File: config.mk
export PLATFORM = sky130hd
export DESIGN_NAME = led_value_mapper
export DESIGN_NICKNAME = d
export VERILOG_FILES = /design/src/rtl/led_value_mapper.sv
export SDC_FILE = /design/constraint.sdc
export NUM_CORES = 1
export LEC_CHECK = 0
export CORE_MARGIN = 4
export CORE_UTILIZATION = 60
export DETAILED_ROUTE_END_ITERATION = 6
export MAX_ROUTING_LAYER = met4
export PLACE_DENSITY = 0.87
export SLEW_MARGIN = 0
export SYNTH_ARGS = -nofsm -noshare
export SYNTH_HDL_FRONTEND = slang
export SYNTH_SLANG_ARGS = --single-unit
File: constraint.sdc
create_clock -name clk -period 5.9 [get_ports clk]
set_input_delay 1.77 -clock clk [delete_from_list [all_inputs] [get_ports clk]]
set_output_delay 1.77 -clock clk [all_outputs]
set_load 0.005 [all_outputs]
File: src/rtl/led_value_mapper.sv
// Sensor front end for led_bar: EMA smoothing, bit-serial divide to an LED index,
// hysteretic blink flag and a decaying peak-hold index.
module led_value_mapper #(
    parameter int IN_BITS    = 12,
    parameter int VAL_BITS   = 3,
    parameter int VAL_L      = 0,
    parameter int VAL_U      = 7,
    parameter int IN_MIN     = 0,
    parameter int STEP       = 512,
    parameter int FILT_SHIFT = 2,
    parameter int WARN_HI    = 3584,
    parameter int WARN_LO    = 3072,
    parameter int HOLD_CLKS  = 16,
    parameter int HOLD_BITS  = 5
) (
    input  logic                clk,
    input  logic                reset,
    input  logic [IN_BITS-1:0]  sample,
    input  logic                sample_valid,
    output logic                ready,
    output logic [VAL_BITS-1:0] value,
    output logic                value_valid,
    output logic                blink,
    output logic [VAL_BITS-1:0] peak
);

    localparam int CNT_W = (IN_BITS > 1) ? $clog2(IN_BITS) : 1;
    localparam logic [HOLD_BITS-1:0] HOLD_RELOAD = HOLD_BITS'(HOLD_CLKS - 1);

    typedef enum logic [1:0] {
        S_IDLE,
        S_FILTER,
        S_DIVIDE,
        S_OUTPUT
    } state_t;

    state_t               state_q, state_d;
    logic [IN_BITS-1:0]   sample_q, sample_d;
    logic [IN_BITS-1:0]   acc_q, acc_d;
    logic                 first_q, first_d;
    logic [IN_BITS-1:0]   num_q, num_d;
    logic [IN_BITS:0]     rem_q, rem_d;
    logic [IN_BITS-1:0]   quo_q, quo_d;
    logic [CNT_W-1:0]     cnt_q, cnt_d;
    logic [VAL_BITS-1:0]  value_q, value_d;
    logic                 blink_q, blink_d;
    logic                 valid_q, valid_d;
    logic [VAL_BITS-1:0]  peak_q, peak_d;
    logic [HOLD_BITS-1:0] hold_q, hold_d;

    logic [IN_BITS-1:0]   acc_new;
    logic [IN_BITS:0]     off_diff;
    logic [IN_BITS:0]     rem_shift;
    logic                 rem_ge;
    logic [VAL_BITS-1:0]  idx;

    // Floor-shift EMA; the signed difference keeps the result inside [0, 2^IN_BITS-1].
    function automatic logic [IN_BITS-1:0] ema_step(input logic [IN_BITS-1:0] acc,
                                                    input logic [IN_BITS-1:0] smp);
        logic signed [IN_BITS+1:0] diff;
        logic signed [IN_BITS+1:0] sum;
        diff = $signed({2'b00, smp}) - $signed({2'b00, acc});
        sum  = $signed({2'b00, acc}) + (diff >>> FILT_SHIFT);
        return sum[IN_BITS-1:0];
    endfunction

    function automatic logic [VAL_BITS-1:0] clamp_idx(input logic [IN_BITS-1:0] q);
        logic [IN_BITS:0] w;
        w = {1'b0, q} + (IN_BITS+1)'(VAL_L);
        if (w > (IN_BITS+1)'(VAL_U)) begin
            return VAL_BITS'(VAL_U);
        end
        return w[VAL_BITS-1:0];
    endfunction

    assign acc_new   = first_q ? sample_q : ema_step(acc_q, sample_q);
    assign off_diff  = {1'b0, acc_new} - (IN_BITS+1)'(IN_MIN);
    assign rem_shift = {rem_q[IN_BITS-1:0], num_q[cnt_q]};
    assign rem_ge    = (rem_shift >= (IN_BITS+1)'(STEP));
    assign idx       = clamp_idx(quo_q);

    always_comb begin
        state_d  = state_q;
        sample_d = sample_q;
        acc_d    = acc_q;
        first_d  = first_q;
        num_d    = num_q;
        rem_d    = rem_q;
        quo_d    = quo_q;
        cnt_d    = cnt_q;
        value_d  = value_q;
        blink_d  = blink_q;
        valid_d  = 1'b0;

        case (state_q)
            S_IDLE: begin
                if (sample_valid) begin
                    sample_d = sample;
                    state_d  = S_FILTER;
                end
            end
            S_FILTER: begin
                acc_d   = acc_new;
                first_d = 1'b0;
                num_d   = off_diff[IN_BITS] ? '0 : off_diff[IN_BITS-1:0];
                rem_d   = '0;
                quo_d   = '0;
                cnt_d   = CNT_W'(IN_BITS - 1);
                state_d = S_DIVIDE;
            end
            S_DIVIDE: begin
                rem_d = rem_ge ? (rem_shift - (IN_BITS+1)'(STEP)) : rem_shift;
                quo_d = {quo_q[IN_BITS-2:0], rem_ge};
                cnt_d = cnt_q - 1'b1;
                if (cnt_q == '0) begin
                    state_d = S_OUTPUT;
                end
            end
            S_OUTPUT: begin
                value_d = idx;
                if (acc_q >= IN_BITS'(WARN_HI)) begin
                    blink_d = 1'b1;
                end else if (acc_q <= IN_BITS'(WARN_LO)) begin
                    blink_d = 1'b0;
                end
                valid_d = 1'b1;
                state_d = S_IDLE;
            end
            default: state_d = S_IDLE;
        endcase
    end

    // Peak only decays down to the displayed value, one step per HOLD_CLKS clocks.
    always_comb begin
        peak_d = peak_q;
        hold_d = hold_q;
        if ((state_q == S_OUTPUT) && (idx > peak_q)) begin
            peak_d = idx;
            hold_d = HOLD_RELOAD;
        end else if (hold_q != '0) begin
            hold_d = hold_q - 1'b1;
        end else if (peak_q > value_q) begin
            peak_d = peak_q - 1'b1;
            hold_d = HOLD_RELOAD;
        end
    end

    always_ff @(posedge clk or negedge reset) begin
        if (!reset) begin
            state_q <= S_IDLE;
            acc_q   <= '0;
            first_q <= 1'b1;
            value_q <= VAL_BITS'(VAL_L);
            blink_q <= 1'b0;
            valid_q <= 1'b0;
            peak_q  <= VAL_BITS'(VAL_L);
            hold_q  <= '0;
        end else begin
            state_q <= state_d;
            acc_q   <= acc_d;
            first_q <= first_d;
            value_q <= value_d;
            blink_q <= blink_d;
            valid_q <= valid_d;
            peak_q  <= peak_d;
            hold_q  <= hold_d;
        end
    end

    // Datapath scratch registers are always loaded before use, so they need no reset.
    always_ff @(posedge clk) begin
        sample_q <= sample_d;
        num_q    <= num_d;
        rem_q    <= rem_d;
        quo_q    <= quo_d;
        cnt_q    <= cnt_d;
    end

    assign ready       = (state_q == S_IDLE);
    assign value       = value_q;
    assign value_valid = valid_q;
    assign blink       = blink_q;
    assign peak        = peak_q;

endmodule

# Word level (Yosys, flattened, before mapping)
# Cells that the tools add are included.
[totals]
elab_cells = 66
output_inout_bits = 9
register_bits = 80
[classes]
n_addsub = 6
n_reduce_logical = 12
mux = 22
n_eq_ne = 6
order_cmp = 7
[op_table]
columns = ["cell", "count"]
rows = [
  ["12-bit one-hot mux with 2 select lines", 2],
  ["12-bit two-way mux", 2],
  ["3-bit two-way mux", 5],
  ["5-bit two-way mux", 3],
  ["13-bit by 10-bit >= comparator with 1-bit output (second input constant)", 1],
  ["12-bit by 12-bit subtractor with 13-bit output", 1],
  ["12-bit by 11-bit adder with 12-bit output", 1],
  ["12-bit >= comparator (second input constant)", 1],
  ["12-bit by 3-bit > comparator with 1-bit output (second input constant)", 1],
  ["12-bit less-or-equal comparator (second input constant)", 1],
  ["12-bit by 10-bit subtractor with 12-bit output (second input constant)", 1],
  ["2-bit one-hot mux with 4 select lines", 1],
  ["4-bit one-hot mux with 2 select lines", 1],
  ["2-bit AND reduction", 4],
  ["3-bit > comparator", 2],
  ["2-bit inequality test (second input constant)", 3],
  ["2-bit nonzero test", 3],
  ["4-bit by 5-bit < comparator with 1-bit output (second input constant)", 1],
  ["1-bit two-way mux", 5],
  ["5-bit nonzero test", 1],
  ["5-bit by 1-bit subtractor with 5-bit output (second input constant)", 1],
  ["1-bit binary-select mux with 4-bit select", 1],
  ["2-bit equality test (second input constant)", 2],
  ["4-bit logical NOT", 1],
  ["other kinds (7)", 8],
]

# Logic depth before layout (Yosys ltp)
# Gate-level depths: netlist of run 1.
[logic_depth]
ltp_word = 7
mapped_depth = 17
mapped_depth_nobuf = 16

# Worst setup path before layout of run 1
# Ideal clock, no wire load.
[synth_timing]
kind = "reg-to-reg"
startpoint = "register acc_q[1]"
endpoint = "register acc_q[11]"
arrival_ns = 3.362
period_less_slack_ns = 3.486
setup_ns = 0.125
path_slack_ns = 2.414
path_stages_with_launch = 16
n_path_buf = 1
cell_sequence = "dfrtp_1 -> inv_1 -> ha_1 -> a2111oi_4 -> nor3_2 -> o21ai_0 -> nand2_1 -> xor2_1 -> ha_1 -> clkbuf_1 -> a211o_1 -> o311ai_1 -> nand3_1 -> o211ai_1 -> xor2_1 -> mux2_2"
[synth_via]
elab_chain_cells = 3
[synth_lines]
columns = ["element", "line", "source"]
rows = [
  ["start: declaration", "39", "logic [IN_BITS-1:0] acc_q, acc_d;"],
  ["start signal: assignment", "151", "acc_q <= '0;"],
  ["start signal: assignment", "160", "acc_q <= acc_d;"],
  ["12-bit by 12-bit subtractor with 13-bit output", "62", "diff = $signed({2'b00, smp}) - $signed({2'b00, acc});"],
  ["12-bit by 11-bit adder with 12-bit output (*)", "63", "sum = $signed({2'b00, acc}) + (diff >>> FILT_SHIFT);"],
  ["12-bit two-way mux (*)", "76", "assign acc_new = first_q ? sample_q : ema_step(acc_q, sample_q);"],
]
# Every way passes the cells marked *; elsewhere a longest branch is shown, timed or not.
# A chain may end at the register's enable or synchronous reset.

# Worst setup path in the final report of run 1
# Ends and elaborated chain as after synthesis.

==> results of run 1 <==
per-stage QoR:
step / utilization (%) / area, µm² / worst slack, ns
floorplan: - / 4540 / 2.41
global placement: 66.5 / 4850 / 2.29
detailed placement: 66.5 / 4850 / 2.17
CTS: 69.3 / 5050 / 2.17
global route: 69.3 / 5050 / 1.95
finish: 69.3 / 5050 / 2.18
how the worst min path moves through the flow:
stage	to	slack, ns
detailed placement	hold_q[4]$_DFFE_PN0P_	0.53
global route	quo_q[6]$_SDFFCE_PN0P_	0.58
CTS	hold_q[4]$_DFFE_PN0P_	0.55
finish	hold_q[4]$_DFFE_PN0P_	0.55
floorplan	hold_q[4]$_DFFE_PN0P_	0.50
global placement	hold_q[4]$_DFFE_PN0P_	0.52
metal layers:
metal | GRT usage, % | part of all wire, % | up-vias
li1 | - | - | 1494
met1 | 27.1 | 48 | 1489
met2 | 31.2 | 46 | 59
met3 | 5.26 | 4.1 | 14
met4 | 8.17 | 2.1 | 0
met5 | - | 0 | -
worst max-delay path, delay by kind of cell (launching register included):
kind	cells	cell delay, ns
AND/OR/NAND/NOR	3	0.37
adder cells (fa/ha/maj)	2	0.70
AO/OA/AOI/OAI	5	1.31
flip-flops	1	0.43
multiplexers	1	0.35
XOR/XNOR	2	0.38
buffers and inverters	1	0.08
logic make-up after synthesis:
logic type / synth area share (%)
and+or+nand+nor: 15.0
DFF: 49.9
AOI/OAI and AO/OA: 10.4
buffers and inverters: 3.64
adders and majority gates: 10.6
xor gates and xnor gates: 5.32
muxes: 5.16
final cells by class:
| type | instances | area [µm²] |
|---|---|---|
| flip-flops and latches | 80 | 2260 |
| fillers | 528 | 2240 |
| multi-input cells | 283 | 2110 |
| repair buffers | 25 | 245 |
| clock buffers | 9 | 124 |
| well taps | 99 | 124 |
| inverters | 29 | 109 |
| clock inverters | 7 | 78.8 |
synthesized netlist by cell type (all sizes together), types with 3 or more instances:
cell	number
clkbuf	11
dfrtp	27
nand2b	3
and2	26
mux4	3
mux2	13
or3	3
nand4	3
nor3	7
o21ai	29
a211oi	3
o21a	3
nor4	7
nor2b	6
inv	29
xnor2	17
ha	37
o211ai	5
a21o	3
edfxtp	52
a21oi	18
nand2	29
nor2	21
xor2	8
nand3	9
sequential cells by signal (all words and copies together), names as in the netlist:
register / cells
acc_q: 12
num_q: 12
quo_q: 12
rem_q: 12
sample_q: 12
hold_q: 5
cnt_q: 4
peak: 3
value: 3
state_q: 2
blink: 1
first_q: 1
value_valid: 1
cell usage in the layout, fill, tap and decap left out, drive strengths merged, types with 17 or more instances in the layout:
cell           Yosys  final
ha                37     37
o21ai             29     29
clkdlybuf4s50      0     23
dfrtp             27     27
xnor2             17     17
edfxtp            52     52
nand2             29     29
inv               29     31
a21oi             18     18
nor2              21     21
and2              26     26
==> impl_metrics.json, run 1 <==
{
  "rsz0062_at_grt": "false",
  "clk_pin_slew_ns": 0.09,
  "path_cells": "inv_1 > ha_1 > a2111oi_4 > nor3_2 > o21ai_0 > nand2_1 > xor2_1 > ha_1 > a211o_1 > o311ai_1 > nand3_1 > o211ai_1 > xor2_1 > mux2_2",
  "drtIter0Drc": 182,
  "critPathKind": "flop to flop",
  "core-area_um2": 7290,
  "cp_slowest_stage_delay_ns": 0.43,
  "area_delta_synth_final_pct": 11.4,
  "setup_viol": 0,
  "r2r_slack_ns": 2.18,
  "cts_htree_levels": 3,
  "status": "finished, final reports clean",
  "synth_edf_count": 52,
  "min_period_over_period_pct": 63.1,
  "clock-sinks": 80,
  "cp_slowest_cell": "dfrtp_1",
  "synth_area_per_cell_um2": 11.2,
  "max_cap_viol_count": 0,
  "skew_ns": 0.0111,
  "synth_top_area_share_pct": 34.4,
  "fmax_mhz": 269,
  "hold_violations": 0,
  "place_inst": 516,
  "nets": 481,
  "reg2reg_from": "acc_q[1]$_DFFE_PN0N_",
  "grt-ovfl-total": 0,
  "grt_pass1_wl_um": 13900,
  "grt_use_total_pct": 20.8,
  "first_pass_iters": 6,
  "arrival_ns": 3.97,
  "setup_tns_ns": 0,
  "cts_tree": "done",
  "dpl.hpwl_um": 5940,
  "cts_made_buffers": 9,
  "grt_start_max_net_pins": 35,
  "endpoint": "acc_q[11]$_DFFE_PN0N_",
  "clk_latency_ns": 0.36,
  "synth.distinct_cells": 55,
  "hold_class": "flop to flop",
  "post_cts_resized": 0,
  "vias_per_cell": 5.74,
  "drive_gt1_share_pct": 9.93,
  "numPortBuffers": 23,
  "grt_pass1_vias": 3027,
  "synthCells": 405,
  "start_kind": "flop",
  "post_cts_buffers": 0,
  "fin_cells": 532,
  "r2r_cells": 14,
  "cp-end-kind": "flop",
  "fin_crit_ns": 3.72,
  "gp_congestion": 0.940,
  "drcViolationCount": 0,
  "synth_area_leaders": "edfxtp_1 34%, dfrtp_1 15%, ha_1 10%",
  "tightest_slew_ns": 1.14,
  "drv_slew": 0,
  "routedWlPerCell_um": 15.5,
  "cts_buffer_depth": 2,
  "synthArstFlopShare_pct": 35.0,
  "slew_headroom_pct": 24.2,
  "syn-num-nets": 458,
  "die_area_um2": 9020,
  "start_util_pct": 62.2,
  "drtAntennaViolNets": 0,
  "critical_path.max_fanout": 7,
  "totalWireLength_um": 8240,
  "crit_start": "acc_q[1]$_DFFE_PN0N_",
  "io_pins": 24,
  "yosys_warnings": 0,
  "synth_top_flop_cell": "edfxtp_1",
  "seq_area_frac_synth_pct": 49.9,
  "critical_path_required_ns": 6.15,
  "ctsHoldBuffers": 0,
  "placementRows": 31,
  "antenna_found_initial": 0,
  "hold_depth": 1,
  "root_buffer": "clkbuf_8",
  "die_x_um": 95.0,
  "r2r_end": "acc_q[11]$_DFFE_PN0N_",
  "hold_slack_ns": 0.551,
  "vias": 3056,
  "netlist_area_um2": 4540,
  "ys_ff_latch": 80,
  "dieHeight_um": 95.0,
  "hp-start": "hold_q[4]$_DFFE_PN0P_",
  "n_antenna_cell": 0,
  "yosysTopAreaCell": "edfxtp_1"
}
Power of run 1 is not shown: default switching activity piles up to over one toggle a cycle in this logic, so the estimate is an artifact.
==> run 2: changes to the inputs <==
Settings changed: CORE_UTILIZATION 60 to 54, PLACE_DENSITY 0.87 to 0.83.
Clock period 5.9 ns to 3.3 ns, I/O delays scaled along.
==> run 2 against run 1 <==
Compared with the run above: non-clock buffer count grew 27; final area up 6.3%; highest routed layer unchanged; the flow now finishes with violations (negative setup slack); hold slack improved by 0.0037 ns; via count grew 5.7%; utilization down 3.6 points; global-route usage fell by 0.23 points; worst setup slack got worse by 2.3 ns; final cell count grew 6.2%; register-to-register slack lost 2.3 ns.
==> impl_metrics.json, run 2 (same netlist as run 1, synthesis figures left out) <==
{
  "start_util_pct": 55.5,
  "cp_top_family": "compound AO/OA/AOI/OAI gates",
  "vias": 3229,
  "r2r_end": "num_q[11]$_DFFE_PN_",
  "critical_path_required_ns": 3.52,
  "grt-ovfl-total": 0,
  "clock-sinks": 80,
  "hold_depth": 2,
  "mostFrequentLayoutCells": "52 x edfxtp_1, 33 x ha_1, 29 x buf_4",
  "crit_start": "sample_q[1]$_DFFE_PP_",
  "io_pins": 24,
  "area_delta_synth_final_pct": 18.4,
  "drcViolationCount": 0,
  "dieHeight_um": 99.7,
  "die_area_um2": 9930,
  "cts_made_buffers": 9,
  "setup_viol": 3,
  "vias_per_cell": 5.72,
  "grt_pass1_vias": 3309,
  "cts_htree_levels": 3,
  "numPortBuffers": 23,
  "drive_gt1_share_pct": 19.1,
  "arrival_ns": 3.67,
  "gp_congestion": 0.910,
  "status": "finished, violations left",
  "hold_slack_ns": 0.554,
  "die_x_um": 99.7,
  "fmax_mhz": 290,
  "min_period_over_period_pct": 105,
  "max_cap_viol_count": 0,
  "cp_slowest_cell": "edfxtp_1",
  "nets": 508,
  "cts_buffer_depth": 2,
  "totalWireLength_um": 9170,
  "antenna_found_initial": 0,
  "placementRows": 33,
  "violations": "negative setup slack",
  "fin_crit_ns": 3.45,
  "cp-end-kind": "flop",
  "critical_path.max_fanout": 5,
  "grt_start_max_net_pins": 31,
  "hp-start": "hold_q[1]$_DFFE_PN0P_",
  "clk_latency_ns": 0.37,
  "routedWlPerCell_um": 16.2,
  "rsz0062_at_grt": "true",
  "r2r_cells": 14,
  "fin_cells": 565,
  "hold_end": "hold_q[1]$_DFFE_PN0P_",
  "grt_use_total_pct": 20.5,
  "postLayoutCoreUtil_pct": 65.7,
  "drtIter0Drc": 208,
  "fillerInstances": 571,
  "clk_pin_slew_ns": 0.09,
  "r2r_slack_ns": -0.15,
  "cp_num_buf_inv": 1,
  "path_cells": "ha_4 > a2111oi_4 > nor3_4 > o21ai_2 > nand2_2 > xor2_1 > ha_1 > a211o_1 > o311ai_2 > nand3_1 > o211ai_1 > buf_4 > xnor3_1 > o21ai_2",
  "first_pass_iters": 4,
  "start_kind": "flop",
  "ctsHoldBuffers": 0,
  "hold_class": "flop to flop",
  "tightest_slew_ns": 1.15,
  "place_ws_ns": -0.234,
  "grt_pass1_wl_um": 15500,
  "hold_violations": 0,
  "final_common_cell": "edfxtp_1",
  "drv_slew": 0,
  "drtAntennaViolNets": 0,
  "core-area_um2": 8180,
  "critPathKind": "flop to flop",
  "reg2reg_from": "sample_q[1]$_DFFE_PP_",
  "root_buffer": "clkbuf_8",
  "crit_path_frequent_cell": "o21ai_2",
  "place_inst": 542,
  "cp_slowest_stage_delay_ns": 0.45,
  "n_antenna_cell": 0,
  "dpl.hpwl_um": 6560,
  "fin_ws_ns": -0.151,
  "cts_tree": "done",
  "slew_headroom_pct": 23.5,
  "skew_ns": 0.0113
}
-- run 2: what timing repair did --
item                       in CTS  in global routing
gates resized for setup        10                 10
buffers inserted                4                  3
pin swaps                      15                 15
setup endpoints to repair       9                 12
hold endpoints to repair        0                  0
-- run 2: layout make-up --
type,instances,area [µm²],share of cell area [%]
sequential,80,2260,42.1
multi-input combinational,283,2210,41.2
timing repair buffer,52,448,8.34
tap,105,131,2.45
clock buffer,9,124,2.31
inverter,29,109,2.03
clock inverter,7,82.6,1.54
-- run 2: per-stage QoR --
step	cell area, µm²	TNS [ns]
6_report	5370	-0.300
5_1_grt	5370	-1.89
4_1_cts	5310	-0.172
3_5_place_dp	5030	-0.769
3_3_place_gp	5030	-0.0565
2_1_floorplan	4570	-0.0376
-- run 2: per-layer routing --
layer	GRT usage [%]	vias up	part of all wire (%)
li1	-	1551	-
met1	25.7	1594	45
met2	33.2	76	50
met3	4.42	8	4.1
met4	6.72	0	0.97
met5	-	-	0
-- run 2: worst reg2reg max path: cells and delay by family (launching register included) --
kind,cells,cell delay (ns)
flip-flops,1,0.45
adder cells (fa/ha/maj),2,0.55
AND/OR/NAND/NOR,3,0.32
XOR/XNOR,2,0.37
AO/OA/AOI/OAI,6,1.46
buffers and inverters,1,0.16
-- run 2: worst max-delay path by stage --
stage	to	slack [ns]	cells after the start
2_1_floorplan	acc_q[11]$_DFFE_PN0N_	-0.04	15
3_3_place_gp	acc_q[11]$_DFFE_PN0N_	-0.04	14
3_5_place_dp	num_q[11]$_DFFE_PN_	-0.23	15
4_1_cts	num_q[11]$_DFFE_PN_	-0.1	15
6_report	num_q[11]$_DFFE_PN_	-0.15	14
5_1_grt	num_q[11]$_DFFE_PN_	-0.34	15
Power of run 2 is left out for the same reason.
==> run 3: changes to the inputs <==
Settings changed: SLEW_MARGIN 0 to 20.
==> run 3 against run 2 <==
Compared with the run above: the run still ends with negative setup slack left; first-iteration DRC count fell by 1.9%; final cell count unchanged; hold slack is essentially flat; register-to-register slack about the same; clock skew barely moved; clock-buffer cell count unchanged; utilization barely moved.
==> impl_metrics.json, run 3 (same netlist as run 1, synthesis figures left out) <==
{
  "drv_slew": 0,
  "nets": 508,
  "max_cap_viol_count": 0,
  "mostFrequentLayoutCells": "52 x edfxtp_1, 32 x ha_1, 29 x buf_4",
  "reg2reg_from": "sample_q[1]$_DFFE_PP_",
  "die_area_um2": 9930,
  "place_ws_ns": -0.234,
  "hold_violations": 0,
  "ctsHoldBuffers": 0,
  "setup_viol": 3,
  "cp-end-kind": "flop",
  "path_cells": "ha_4 > a2111oi_4 > nor3_4 > o21ai_2 > nand2_2 > xor2_1 > ha_1 > a211o_1 > o311ai_2 > nand3_1 > o211ai_1 > buf_4 > xnor3_1 > o21ai_2",
  "dpl.hpwl_um": 6560,
  "fin_crit_ns": 3.45,
  "vias_per_cell": 5.71,
  "drcViolationCount": 0,
  "gp_congestion": 0.910,
  "vias": 3228,
  "clock-sinks": 80,
  "status": "finished, violations left",
  "final_common_cell": "edfxtp_1",
  "start_kind": "flop",
  "dieHeight_um": 99.7,
  "clk_latency_ns": 0.37,
  "grt_pass1_wl_um": 15500,
  "cts_made_buffers": 9,
  "seq_area_um2": 2260,
  "core-area_um2": 8180,
  "n_antenna_cell": 0,
  "cp_slowest_cell": "edfxtp_1",
  "cts_buffer_depth": 2,
  "r2r_slack_ns": -0.15,
  "drive_gt1_share_pct": 19.3,
  "grt_use_total_pct": 20.5,
  "fin_ws_ns": -0.149,
  "area_delta_synth_final_pct": 18.4,
  "tightest_slew_ns": 0.749,
  "root_buffer": "clkbuf_8",
  "drtIter0Drc": 204,
  "routedWlPerCell_um": 16.2,
  "io_pins": 24,
  "fillerInstances": 570,
  "cp_slowest_stage_delay_ns": 0.45,
  "cts_tree": "done",
  "setup_tns_ns": -0.294,
  "rsz0062_at_grt": "true",
  "numPortBuffers": 23,
  "violations": "negative setup slack",
  "grt-ovfl-total": 0,
  "multi_input_area_um2": 2220,
  "slew_headroom_pct": 50.1,
  "start_util_pct": 55.5,
  "drtAntennaViolNets": 0,
  "critical_path_required_ns": 3.52,
  "arrival_ns": 3.67,
  "critical_path.max_fanout": 5,
  "critPathKind": "flop to flop",
  "r2r_cells": 14,
  "hp-start": "hold_q[1]$_DFFE_PN0P_",
  "first_pass_iters": 5,
  "fmax_mhz": 290,
  "r2r_end": "num_q[11]$_DFFE_PN_",
  "crit_path_frequent_cell": "o21ai_2",
  "totalWireLength_um": 9180,
  "placementRows": 33,
  "antenna_found_initial": 0,
  "die_x_um": 99.7,
  "crit_start": "sample_q[1]$_DFFE_PP_",
  "grt_start_max_net_pins": 31,
  "clk_pin_slew_ns": 0.09,
  "endpoint": "num_q[11]$_DFFE_PN_",
  "grt_pass1_vias": 3309,
  "skew_ns": 0.0110,
  "min_period_over_period_pct": 105,
  "hold_class": "flop to flop",
  "cts_htree_levels": 3
}
==> run 3: cell type report <==
cell class	instances	share of cell area [%]
clock buffers	9	2.30
clock inverters	7	1.54
inverters	29	2.03
multi-input cells	283	41.2
flip-flops and latches	80	42.1
well taps	105	2.44
repair buffers	52	8.33
==> run 3: how the worst min path moves through the flow <==
| stage | slack [ns] | cells past startpoint | endpoint |
|---|---|---|---|
| finish | 0.55 | 2 | hold_q[1]$_DFFE_PN0P_ |
| global route | 0.57 | 1 | hold_q[4]$_DFFE_PN0P_ |
| CTS | 0.55 | 1 | hold_q[4]$_DFFE_PN0P_ |
| detailed placement | 0.53 | 1 | hold_q[4]$_DFFE_PN0P_ |
| global placement | 0.52 | 1 | hold_q[4]$_DFFE_PN0P_ |
| floorplan | 0.50 | 1 | hold_q[4]$_DFFE_PN0P_ |
==> run 3: what timing repair did <==
item / CTS / global route
endpoints found under the setup margin: 9 / 12
resized for setup: 10 / 10
pin swaps: 15 / 15
setup buffers: 4 / 3
==> run 3: routing by layer <==
layer  vias to the layer above  share of wire (%)  wire length, µm  GRT usage [%]
met2                        74                 49             4530           33.2
met4                         0                1.1              105           6.72
met1                      1590                 45             4120           25.7
met5                         -                  0                0              -
li1                       1552                  -                -              -
met3                        12                4.6              425           4.42
==> run 3: worst max-delay path, delay by kind of cell, from the launching register on <==
family / cells / cell delay (ns)
fa+ha+maj: 2 / 0.55
xor+xnor: 2 / 0.37
simple gates: 3 / 0.32
compound gates: 6 / 1.46
buf+inv: 1 / 0.16
flops: 1 / 0.45
==> run 3: per-stage QoR <==
step | instance area (µm²) | hold WS [ns] | utilization (%) | std cells
final | 5380 | 0.555 | 65.7 | 565
after detailed placement | 5030 | 0.526 | 61.5 | 542
after floorplan | 4570 | 0.501 | - | 405
after CTS | 5310 | 0.554 | 64.9 | 562
after global placement | 5030 | 0.522 | 61.5 | 542
after global routing | 5380 | 0.567 | 65.7 | 565
Power of run 3 is left out for the same reason.
